## config.mk

```make
export PLATFORM = sky130hd
export DESIGN_NAME = pixel_wb_burst_sched
export DESIGN_NICKNAME = d
export VERILOG_FILES = /design/src/rtl/pixel_wb_burst_sched.sv
export SDC_FILE = /design/constraint.sdc
export NUM_CORES = 1
export LEC_CHECK = 0
export ABC_AREA = 1
export BUFFER_PORTS_ARGS = -buffer_cell sky130_fd_sc_hd__buf_2
export CORE_ASPECT_RATIO = 0.8
export CORE_MARGIN = 1.5
export CORE_UTILIZATION = 47
export DETAILED_ROUTE_END_ITERATION = 12
export PLACE_DENSITY = 0.68
export SYNTH_ARGS = -nofsm -noshare
export SYNTH_HDL_FRONTEND = slang
export SYNTH_SLANG_ARGS = --single-unit
```

## constraint.sdc

```tcl
create_clock -name clk -period 11.7 [get_ports clk]
set_input_delay 1.17 -clock clk [delete_from_list [all_inputs] [get_ports clk]]
set_output_delay 1.17 -clock clk [all_outputs]
set_load 0.02 [all_outputs]
```

## src/rtl/pixel_wb_burst_sched.sv

```systemverilog
// pixel_wb_burst_sched: walks a rows x words framebuffer region issuing one AXI write-burst request per burst.
// Optional PIX_WB_ERR_ABORT_EN: abort and flush the former on the first error response.
module pixel_wb_burst_sched #(
    parameter int MAX_BEATS = 8,
    parameter int MAX_OUTST = 4,
    parameter int W_BITS    = 16,
    parameter int H_BITS    = 16
) (
    input  logic              clk,
    input  logic              rst_n,
    input  logic              start_i,
    input  logic [31:0]       base_addr_i,
    input  logic [31:0]       stride_i,
    input  logic [W_BITS-1:0] width_words_i,
    input  logic [H_BITS-1:0] height_i,
    output logic              busy_o,
    output logic              done_o,
    output logic              err_o,
    output logic              addr_valid_o,
    input  logic              addr_ready_i,
    output logic [31:0]       addr_o,
    output logic [2:0]        len_o,
    input  logic              bvalid_i,
    output logic              bready_o,
    input  logic [1:0]        bresp_i,
    input  logic              former_empty_i,
    output logic              flush_o
);
    typedef enum logic [2:0] {IDLE, ISSUE, DRAIN, DONE, ABORT} state_t;
    localparam logic [3:0] MO = 4'(MAX_OUTST);
    localparam logic [W_BITS-1:0] MB = W_BITS'(MAX_BEATS);

    state_t            state;
    logic [31:0]       stride, row_base, nxt_base;
    logic [W_BITS-1:0] width, col, col_adv, nxt_col, nxt_rem, nxt_beats, first_beats;
    logic [H_BITS-1:0] height, row;
    logic [3:0]        outst, outst_n;
    logic              hs, bacc, row_end, last;

    // Next burst is derived from the one currently offered, so addr_o/len_o stay registered.
    always_comb begin
        hs          = addr_valid_o && addr_ready_i;
        bacc        = bvalid_i && bready_o;
        outst_n     = outst + 4'(hs) - 4'(bacc);
        col_adv     = col + W_BITS'(len_o) + W_BITS'(1);
        row_end     = col_adv >= width;
        last        = row_end && (row + H_BITS'(1) == height);
        nxt_col     = row_end ? '0 : col_adv;
        nxt_base    = row_end ? row_base + stride : row_base;
        nxt_rem     = width - nxt_col;
        nxt_beats   = nxt_rem > MB ? MB : nxt_rem;
        first_beats = width_words_i > MB ? MB : width_words_i;
    end

    always_ff @(posedge clk) begin
        if (!rst_n) begin
            state        <= IDLE;
            busy_o       <= 1'b0;
            done_o       <= 1'b0;
            err_o        <= 1'b0;
            addr_valid_o <= 1'b0;
            bready_o     <= 1'b0;
            flush_o      <= 1'b0;
            addr_o       <= '0;
            len_o        <= '0;
            stride       <= '0;
            row_base     <= '0;
            width        <= '0;
            height       <= '0;
            col          <= '0;
            row          <= '0;
            outst        <= '0;
        end else begin
            outst <= outst_n;
            if (bacc && bresp_i != 2'b00) err_o <= 1'b1;
            case (state)
                IDLE: if (start_i) begin
                    width    <= width_words_i;
                    height   <= height_i;
                    stride   <= stride_i;
                    row_base <= base_addr_i;
                    col      <= '0;
                    row      <= '0;
                    err_o    <= 1'b0;
                    busy_o   <= 1'b1;
                    bready_o <= 1'b1;
                    addr_o   <= base_addr_i;
                    len_o    <= 3'(first_beats - W_BITS'(1));
                    if (width_words_i == '0 || height_i == '0) state <= DRAIN;
                    else begin
                        state        <= ISSUE;
                        addr_valid_o <= 1'b1;
                    end
                end
                ISSUE: begin
                    if (hs) begin
                        col      <= nxt_col;
                        row_base <= nxt_base;
                        row      <= row_end ? row + H_BITS'(1) : row;
                        addr_o   <= nxt_base + (32'(nxt_col) << 2);
                        len_o    <= 3'(nxt_beats - W_BITS'(1));
                    end
                    if (hs && last) begin
                        state        <= DRAIN;
                        addr_valid_o <= 1'b0;
                    end else addr_valid_o <= outst_n < MO;
                end
                DRAIN: if (outst == '0 && former_empty_i) begin
                    state  <= DONE;
                    done_o <= 1'b1;
                end
                DONE: begin
                    state    <= IDLE;
                    done_o   <= 1'b0;
                    busy_o   <= 1'b0;
                    bready_o <= 1'b0;
                end
                ABORT: begin
                    flush_o <= 1'b0;
                    if (outst == '0) begin
                        state  <= DONE;
                        done_o <= 1'b1;
                    end
                end
                default: state <= IDLE;
            endcase
`ifdef PIX_WB_ERR_ABORT_EN
            if ((state == ISSUE || state == DRAIN) && bacc && bresp_i != 2'b00 && !err_o) begin
                state        <= ABORT;
                addr_valid_o <= 1'b0;
                flush_o      <= 1'b1;
            end
`else
            flush_o <= 1'b0;
`endif
        end
    end
endmodule
```

==> results.yml, run 1 <==
cts:
  clk-insertion-delay-late_ns: 0.45
  cts_buffers: 17
  cts_tree: "yes"
  cts_root_buf: "clkbuf_16"
  ctsHtreeMaxLevel: 4
  cts.repair.resized: 0
  cts_sinks: 171
  cts_hold_buffers: 0
  cts_max_path_buffers: 2
  clk_pin_slew_worst_paths_ns: 0.08
  cts_setup_buffers: 0
critical_path:
  criticalPathCategory: "reg -> reg"
  worstSetupStartpointType: "register"
  cp.required_ns: 12.07
  startpoint: "len_o[0]$_SDFFE_PN0P_"
  max_stage_delay_ns: 0.59
  worstReg2RegStart: "len_o[0]$_SDFFE_PN0P_"
  crit_buf_inv: 4
  arrival_ns: 7.26
  cp_top_family: "simple AND/OR/NAND/NOR gates"
  path_max_fanout: 64
  crit_slowest_cell: "nand2_4"
  worstSetupEndpointType: "register"
  path_common_cell: "nand2_1"
yosys:
  synth-seq-cells: 171
  synth_most_common_cell: "nand2_1"
  synth_warnings: 0
  synth_top_cell_by_area: "dfxtp_1"
  synth_cell_types: 52
  ys_async_sr_fraction: 0
  syn_inst: 2037
  syn_avg_cell_area_sq_um: 6.333
  synth_common_cells: "nand2_1 (562), inv_1 (262), nor2_1 (227)"
  syn_area_sq_um: 12900
  synth_edf_count: 0
  synth.area.top_cells: "dfxtp_1 (27%), nand2_1 (16%), ha_1 (9.0%), inv_1 (7.6%), nor2_1 (6.6%)"
  syn_nets: 2239
  synth_top_area_share: 0.2653
  ys.flop_type: "dfxtp_1"
  synth_seq_area_share: 0.2653
drt:
  ant_nets: 0
  drt_pass1_iterations: 6
  drc_errors: 0
  vias_per_cell: 5.147
  drt-initial-drc-count: 1046
  drt-total-wl_microns: 38740
  wire_per_inst_microns: 15.37
  vias: 12970
sta:
  setup_violations: 0
  fmax_mhz: 145.2
  fin_crit_ns: 6.889
  rsz0062_at_grt: "no"
  max-slew-margin-rel: 0.2738
  skew_ns: 0.01326
  timing.final.ws_setup_ns: 4.811
  tns_ns: 0
  hold_viol: 0
  period_share: 0.5888
  slew_viol_final: 0
  tightest_slew_ns: 1.082
layout:
  multiInputGateArea_sq_um: 8160
  n_fill_cell: 2775
  syn_to_final_growth_pct: 11.65
  utilization: 0.5316
  final_area_sq_um: 14400
  diodes: 0
  nets: 2345
  seqCellArea_sq_um: 3423
  drive_above_1_share: 0.1313
floorplanning:
  ioPinCount: 145
  die_area_sq_um: 28460
  rows: 54
  die_w_microns: 188.2
  core_region_area_sq_um: 27090
  initial_core_util: 0.4762
  die_y_microns: 151.2
global_route:
  grt_max_degree: 83
  grt_overflow: 0
  antenna_found_initial: 0
  grt_pass1_wl_microns: 61090
  grt_use_total: 0.2725
  grt_pass1_vias: 11700
placed_design:
  dp_slack_ns: 4.989
  dpl.hpwl_microns: 29610
  gp_congestion: 0.9256
  postPlaceCellArea_sq_um: 13840
  io_buffers: 143
power_and_ir_drop:
  leakage_nw: 7.065
  clock_power_share: 0.200
  power.net_switching_w: 0.001349
  p_seq_frac: 0.286
  cellPowerDensity_nw_per_um2: 198.5
  p_int_w: 0.001511
  power_w: 0.002860
  pwr-share-comb: 0.515
  sw_frac_of_total: 0.4716
  peakVddDrop_mv: 0.1194
min_path:
  worstHoldStart: "done_o$_SDFFE_PN0P_"
  hold_path.class: "reg -> reg"
flow_run:
  maxCapViolCount: 0
run_status:
  status: "completed"
sequential cells by signal (all words and copies together), names as in the netlist:
signal / cells
state: 2
bready_o: 1
width: 16
outst: 4
done_o: 1
err_o: 1
height: 16
row: 16
addr_valid_o: 1
stride: 32
len_o: 3
addr_o: 32
col: 16
row_base: 30
area by class of cell:
| class | count | area share |
|---|---|---|
| tap | 364 | 0.03162 |
| inverter | 274 | 0.07140 |
| clock buffer | 20 | 0.03032 |
| clock inverter | 12 | 0.009121 |
| timing repair buffer | 150 | 0.05334 |
| sequential | 171 | 0.2377 |
| multi-input combinational | 1529 | 0.5665 |
layer usage:
| layer | track usage | wire (microns) |
|---|---|---|
| met4 | 0.07600 | 596 |
| met3 | 0.03012 | 2241 |
| met5 | 0 | 0 |
| met2 | 0.4297 | 16680 |
| met1 | 0.3927 | 19230 |
worst min-delay path: cells and delay by family (launching register included):
family | cells | cell delay [ns]
AO/OA/AOI/OAI | 1 | 0.05
buffers and inverters | 1 | 0.04
flip-flops | 1 | 0.31
metrics by stage:
stage	cells	hold WS [ns]
3_3_place_gp	2488	0.4393
6_report	2520	0.4521
2_1_floorplan	2037	0.4453
3_5_place_dp	2488	0.4369
4_1_cts	2520	0.4489
5_1_grt	2520	0.4911
placed cells by master, fill, tap and decap left out, types with 4 or more instances in the layout:
| cell type | count |
|---|---|
| buf_4 | 7 |
| ha_1 | 93 |
| nand2_1 | 562 |
| fa_1 | 5 |
| or2_2 | 13 |
| inv_1 | 262 |
| nor2_2 | 19 |
| a31oi_1 | 35 |
| o21a_1 | 4 |
| xnor2_1 | 35 |
| nor2_4 | 9 |
| nand2_2 | 19 |
| clkbuf_16 | 17 |
| xor2_1 | 24 |
| inv_2 | 11 |
| o21bai_1 | 8 |
| o211ai_1 | 8 |
| a21oi_1 | 166 |
| nor4_1 | 8 |
| a21o_1 | 6 |
| nand3_1 | 94 |
| o21ai_0 | 104 |
| nand4_1 | 22 |
| dfxtp_1 | 171 |
| inv_6 | 4 |
| nor2_1 | 226 |
| o21ai_1 | 4 |
| nor3_1 | 13 |
| buf_2 | 143 |
| nand3b_1 | 4 |
| nor3_2 | 5 |
| nand3_2 | 15 |
cell families after synthesis:
group | Yosys count | synth area share
AO/OA/AOI/OAI | 352 | 0.1497
XOR/XNOR | 59 | 0.04005
adder cells (fa/ha/maj) | 98 | 0.09795
buffers and inverters | 337 | 0.1023
flip-flops | 171 | 0.2653
other | 1 | 0.0002907
AND/OR/NAND/NOR | 1019 | 0.3443
power groups by stage:
| stage | combinational, W | clock (W) | sequential (W) |
|---|---|---|---|
| final | 0.00147 | 0.000571 | 0.000817 |
| after global routing | 0.00165 | 0.000602 | 0.000831 |
| after CTS | 0.00146 | 0.000577 | 0.000816 |
| after detailed placement | 0.00145 | 0 | 0.000828 |
| after global placement | 0.00144 | 0 | 0.000827 |
| after floorplan | 0.00107 | 0 | 0.000831 |
path summary, 6_finish.rpt:
| kind | to | slack (ns) | depth (start not counted) |
|---|---|---|---|
| setup / recovery | addr_o[16]$_SDFFE_PN0P_ | 4.81 | 34 |
| hold reg to reg | done_o$_SDFFE_PN0P_ | 0.45 | 2 |
| hold / removal | done_o$_SDFFE_PN0P_ | 0.45 | 2 |
| setup reg to reg | addr_o[16]$_SDFFE_PN0P_ | 4.81 | 34 |
Note: power is estimated with default switching activity, not from simulation.
==> run 2: changes to the inputs <==
Clock period 11.7 ns to 7.15 ns, I/O delays scaled along.
==> run 2 against run 1 <==
Register-to-register slack lost 4.2 ns. Sequential power grew 64%. Final cell count is essentially flat. Worst setup slack lost 4.2 ns. Clock power grew 68%. Wire length shrank 0.43%. Die area is the same. Utilization grew 0.13 points. Final area grew 0.25%. Highest routed layer unchanged.
==> results.yml, run 2 (synthesis results as in run 1) <==
global_route:
  grt_use_total: 0.2709
  grt_pass1_vias: 11620
  antenna_found_initial: 0
  grt_max_degree: 84
  grt_overflow: 0
  grt_pass1_wl_microns: 60980
  grt-busiest-layer: "met2"
  gr-usage-met2: 0.4111
  grt_use_met1: 0.3960
  use_met3: 0.04333
floorplanning:
  initial_core_util: 0.4762
  rows: 54
  core_region_area_sq_um: 27090
  ioPinCount: 145
  die_area_sq_um: 28460
  die_y_microns: 151.2
  die_w_microns: 188.2
sta:
  slew_viol_final: 0
  hold_viol: 0
  rsz0062_at_grt: "no"
  fin_crit_ns: 6.496
  holdWs_ns: 0.4492
  period_share: 0.9085
  tns_ns: 0
  max-slew-margin-rel: 0.2071
  skew_ns: 0.01578
  fmax_mhz: 153.9
  tightest_slew_ns: 1.181
  setup_violations: 0
critical_path:
  path_common_cell: "nand2_1"
  arrival_ns: 6.84
  criticalPathCategory: "reg -> reg"
  worstSetupEndpointType: "register"
  path_max_fanout: 36
  cp.required_ns: 7.50
  crit_slowest_cell: "fa_1"
  max_stage_delay_ns: 0.41
  worstSetupStartpointType: "register"
drt:
  drt-total-wl_microns: 38580
  vias: 13060
  wire_per_inst_microns: 15.30
  vias_per_cell: 5.179
  drt_pass1_iterations: 5
  ant_nets: 0
  drt-initial-drc-count: 1023
  drc_errors: 0
layout:
  reg.largest.list: "addr_o (32), stride (32), row_base (30)"
  drive_above_1_share: 0.1326
  final_cell_mix: "nand2_1 (562), inv_1 (262), nor2_1 (226)"
  syn_to_final_growth_pct: 11.93
  multiInputGateArea_sq_um: 8160
  seqCellArea_sq_um: 3423
  nets: 2347
  n_fill_cell: 2765
  final_area_sq_um: 14440
  diodes: 0
  final_common_cell: "nand2_1"
  final_cells: 2521
power_and_ir_drop:
  peakVddDrop_mv: 0.1875
  cellPowerDensity_nw_per_um2: 325.6
  leakage_nw: 7.091
cts:
  cts_tree: "yes"
  clk_pin_slew_worst_paths_ns: 0.08
  cts_root_buf: "clkbuf_16"
  cts_setup_buffers: 0
  cts_buffers: 17
  cts_sinks: 171
  clk-insertion-delay-late_ns: 0.45
  ctsHtreeMaxLevel: 4
  cts_max_path_buffers: 2
placed_design:
  io_buffers: 143
  postPlaceCellArea_sq_um: 13850
  dp.cells: 2490
  dpl.hpwl_microns: 29620
  gp_congestion: 0.9860
flow_run:
  maxCapViolCount: 0
run_status:
  status: "completed"
min_path:
  hold_path.class: "reg -> reg"
==> run 2: changes by cell type in the layout (fill, tap and decap cells not counted), sizes merged <==
cell      change
buf           +2
clkbuf        -2
clkinvlp      -1
clkinv        +1
bufinv        +1
==> run 2: worst paths after layout <==
kind	slack [ns]	from	cells past startpoint	endpoint
worst max-delay path	0.65	len_o[0]$_SDFFE_PN0P_	38	len_o[2]$_SDFFE_PN0P_
worst min-delay path	0.45	done_o$_SDFFE_PN0P_	2	done_o$_SDFFE_PN0P_
worst max register to register	0.65	len_o[0]$_SDFFE_PN0P_	38	len_o[2]$_SDFFE_PN0P_
worst min register to register	0.45	done_o$_SDFFE_PN0P_	2	done_o$_SDFFE_PN0P_
==> run 2: metal layers <==
metal  vias up  wire [microns]
met3        35            2155
met4         0             721
li1       6743               -
met1      5937           19490
met2       342           16220
met5         -               0
==> run 2: stage by stage <==
step	setup slack [ns]	total power (W)	util
floorplan	1.243	0.003115	-
global placement	0.9417	0.003706	0.5112
detailed placement	0.6408	0.003729	0.5112
CTS	0.6452	0.004703	0.5328
global route	0.07811	0.005074	0.5330
finish	0.6539	0.004702	0.5330
==> run 2: timing repair <==
action,4_1_cts,5_1_grt
endpoints found under the setup margin,0,1
hold buffers,0,0
gates resized for setup,0,1
==> run 2: layout make-up <==
class,count,share of cell area
Timing Repair Buffer,152,0.05450
Clock buffer,18,0.02972
Multi-Input combinational cell,1529,0.5651
Clock inverter,13,0.01083
Tap cell,364,0.03154
Inverter,274,0.07122
Sequential cell,171,0.2371
==> run 2: power by group <==
part	total, W	switching (W)	leakage [nW]	internal [W]
Clock	0.000960	0.000437	0.286	0.000524
Combinational	0.00240	0.00158	5.40	0.000822
Sequential	0.00134	0.000173	1.40	0.00117
Total	0.00470	0.00219	7.09	0.00251
==> run 2: worst max-delay path, delay by kind of cell (launching register included) <==
family | cells | cell delay [ns]
and+or+nand+nor | 20 | 2.58
adders and majority gates | 5 | 1.49
AOI/OAI and AO/OA | 6 | 1.16
buffers and inverters | 6 | 0.56
DFF | 1 | 0.35
xor gates and xnor gates | 1 | 0.23
==> run 3: changes to the inputs <==
Settings changed: CTS_BUF_LIST set to sky130_fd_sc_hd__clkbuf_16.
==> run 3 against run 2 <==
Maximum frequency hardly changed. Critical path depth stayed put. Flip-flop and latch count stayed put. First-iteration DRC count is 0.88% lower. Sequential power hardly changed. Register-to-register slack hardly changed. Utilization stayed put. Sequential share of layout area stayed put. Combinational power hardly changed. Hold slack hardly changed. Non-clock buffer count stayed put. Largest cell class unchanged.
==> results.yml, run 3 (synthesis results as in run 1) <==
run_status:
  status: "completed"
cts:
  ctsHtreeMaxLevel: 4
  cts_setup_buffers: 0
  cts_max_path_buffers: 2
  cts_sinks: 171
  cts_tree: "yes"
  cts_hold_buffers: 0
  clk-insertion-delay-late_ns: 0.45
  cts_buffers: 17
  clk_pin_slew_worst_paths_ns: 0.08
  cts_root_buf: "clkbuf_16"
critical_path:
  crit_slowest_cell: "fa_1"
  startpoint: "len_o[0]$_SDFFE_PN0P_"
  worstSetupStartpointType: "register"
  cp.depth: 38
  reg2reg_depth: 38
  cp_top_family: "simple AND/OR/NAND/NOR gates"
  max_stage_delay_ns: 0.41
  r2r_slack_ns: 0.66
  worstReg2RegStart: "len_o[0]$_SDFFE_PN0P_"
  path_common_cell: "nand2_1"
  worstSetupEndpointType: "register"
  setup.worst_path.end: "len_o[2]$_SDFFE_PN0P_"
  worstReg2RegEnd: "len_o[2]$_SDFFE_PN0P_"
  crit_buf_inv: 6
  criticalPathCategory: "reg -> reg"
  cp.required_ns: 7.50
  arrival_ns: 6.84
  path_max_fanout: 36
sta:
  setup_violations: 0
  holdWs_ns: 0.4492
  timing.final.ws_setup_ns: 0.6554
  skew_ns: 0.01582
  max-slew-margin-rel: 0.1999
  fin_crit_ns: 6.495
  tightest_slew_ns: 1.192
  slew_viol_final: 0
  fmax_mhz: 154.0
  rsz0062_at_grt: "no"
  hold_viol: 0
  tns_ns: 0
  period_share: 0.9083
floorplanning:
  die_y_microns: 151.2
  ioPinCount: 145
  die_w_microns: 188.2
  die_area_sq_um: 28460
  core_region_area_sq_um: 27090
  initial_core_util: 0.4762
  rows: 54
layout:
  final_common_cell: "nand2_1"
  diodes: 0
  final_cell_mix: "nand2_1 (562), inv_1 (263), nor2_1 (226)"
  utilization: 0.5330
  nets: 2347
  drive_above_1_share: 0.1326
  reg.largest.list: "addr_o (32), stride (32), row_base (30)"
  syn_to_final_growth_pct: 11.93
global_route:
  antenna_found_initial: 0
  grt_use_total: 0.2709
  grt_pass1_vias: 11620
  grt_max_degree: 84
  grt_overflow: 0
  grt_pass1_wl_microns: 60980
power_and_ir_drop:
  leakage_nw: 7.095
  peakVddDrop_mv: 0.1872
  power.net_switching_w: 0.002193
  cellPowerDensity_nw_per_um2: 325.7
  pwr-share-comb: 0.511
  p_int_w: 0.002509
  sw_frac_of_total: 0.4664
  clock_power_share: 0.204
  p_seq_frac: 0.285
drt:
  vias: 13080
  drt_pass1_iterations: 5
  drc_errors: 0
  drt-initial-drc-count: 1014
  vias_per_cell: 5.188
  drt-total-wl_microns: 38560
  ant_nets: 0
  wire_per_inst_microns: 15.30
placed_design:
  dpl.hpwl_microns: 29620
  gp_congestion: 0.9860
  dp_slack_ns: 0.6408
  io_buffers: 143
min_path:
  hold_path.class: "reg -> reg"
  worstHoldStart: "done_o$_SDFFE_PN0P_"
flow_run:
  maxCapViolCount: 0
-- run 3: through the flow --
stage | total power (W) | instances | cell area [sq um]
floorplan | 0.003115 | 2037 | 12900
global placement | 0.003706 | 2490 | 13850
detailed placement | 0.003729 | 2490 | 13850
CTS | 0.004702 | 2521 | 14440
global route | 0.005073 | 2521 | 14440
finish | 0.004703 | 2521 | 14440
-- run 3: how the worst min path moves through the flow --
stage / endpoint / slack [ns] / cells after the start
after global routing: done_o$_SDFFE_PN0P_ / 0.49 / 2
after detailed placement: done_o$_SDFFE_PN0P_ / 0.44 / 2
after CTS: done_o$_SDFFE_PN0P_ / 0.45 / 2
after global placement: done_o$_SDFFE_PN0P_ / 0.44 / 2
after floorplan: col[0]$_SDFFE_PN0P_ / 0.45 / 2
final: done_o$_SDFFE_PN0P_ / 0.45 / 2
-- run 3: final cells by class --
cell class / count / area, sq um
timing repair buffer: 152 / 787.0
fill: 2765 / 12650
sequential: 171 / 3423
tap: 364 / 455.4
clock buffer: 17 / 425.4
multi-input combinational: 1529 / 8160
inverter: 274 / 1028
clock inverter: 14 / 160.2
-- run 3: repair_timing --
item / in CTS / in global routing
setup endpoints to repair: 0 / 1
hold endpoints to repair: 0 / 0
resized for setup: 0 / 1
-- run 3: power groups by stage --
stage | clock network [W] | logic, W | registers [W]
final | 0.000959 | 0.00241 | 0.00134
after global routing | 0.00101 | 0.00270 | 0.00136
after CTS | 0.000973 | 0.00239 | 0.00134
after detailed placement | 0 | 0.00237 | 0.00136
after global placement | 0 | 0.00235 | 0.00135
after floorplan | 0 | 0.00176 | 0.00136
-- run 3: per-layer routing --
| layer | vias up | share of wire | track usage |
|---|---|---|---|
| li1 | 6746 | - | - |
| met1 | 5940 | 0.50 | 0.3960 |
| met2 | 354 | 0.42 | 0.4111 |
| met3 | 39 | 0.057 | 0.04333 |
| met4 | 0 | 0.019 | 0.07200 |
| met5 | - | 0 | 0 |
-- run 3: worst register-to-register path: cells and delay by family, from the launching register on --
kind,cells,cell delay [ns]
DFF,1,0.35
and+or+nand+nor,20,2.59
AOI/OAI and AO/OA,6,1.17
adders and majority gates,5,1.49
buffers and inverters,6,0.56
xor gates and xnor gates,1,0.23
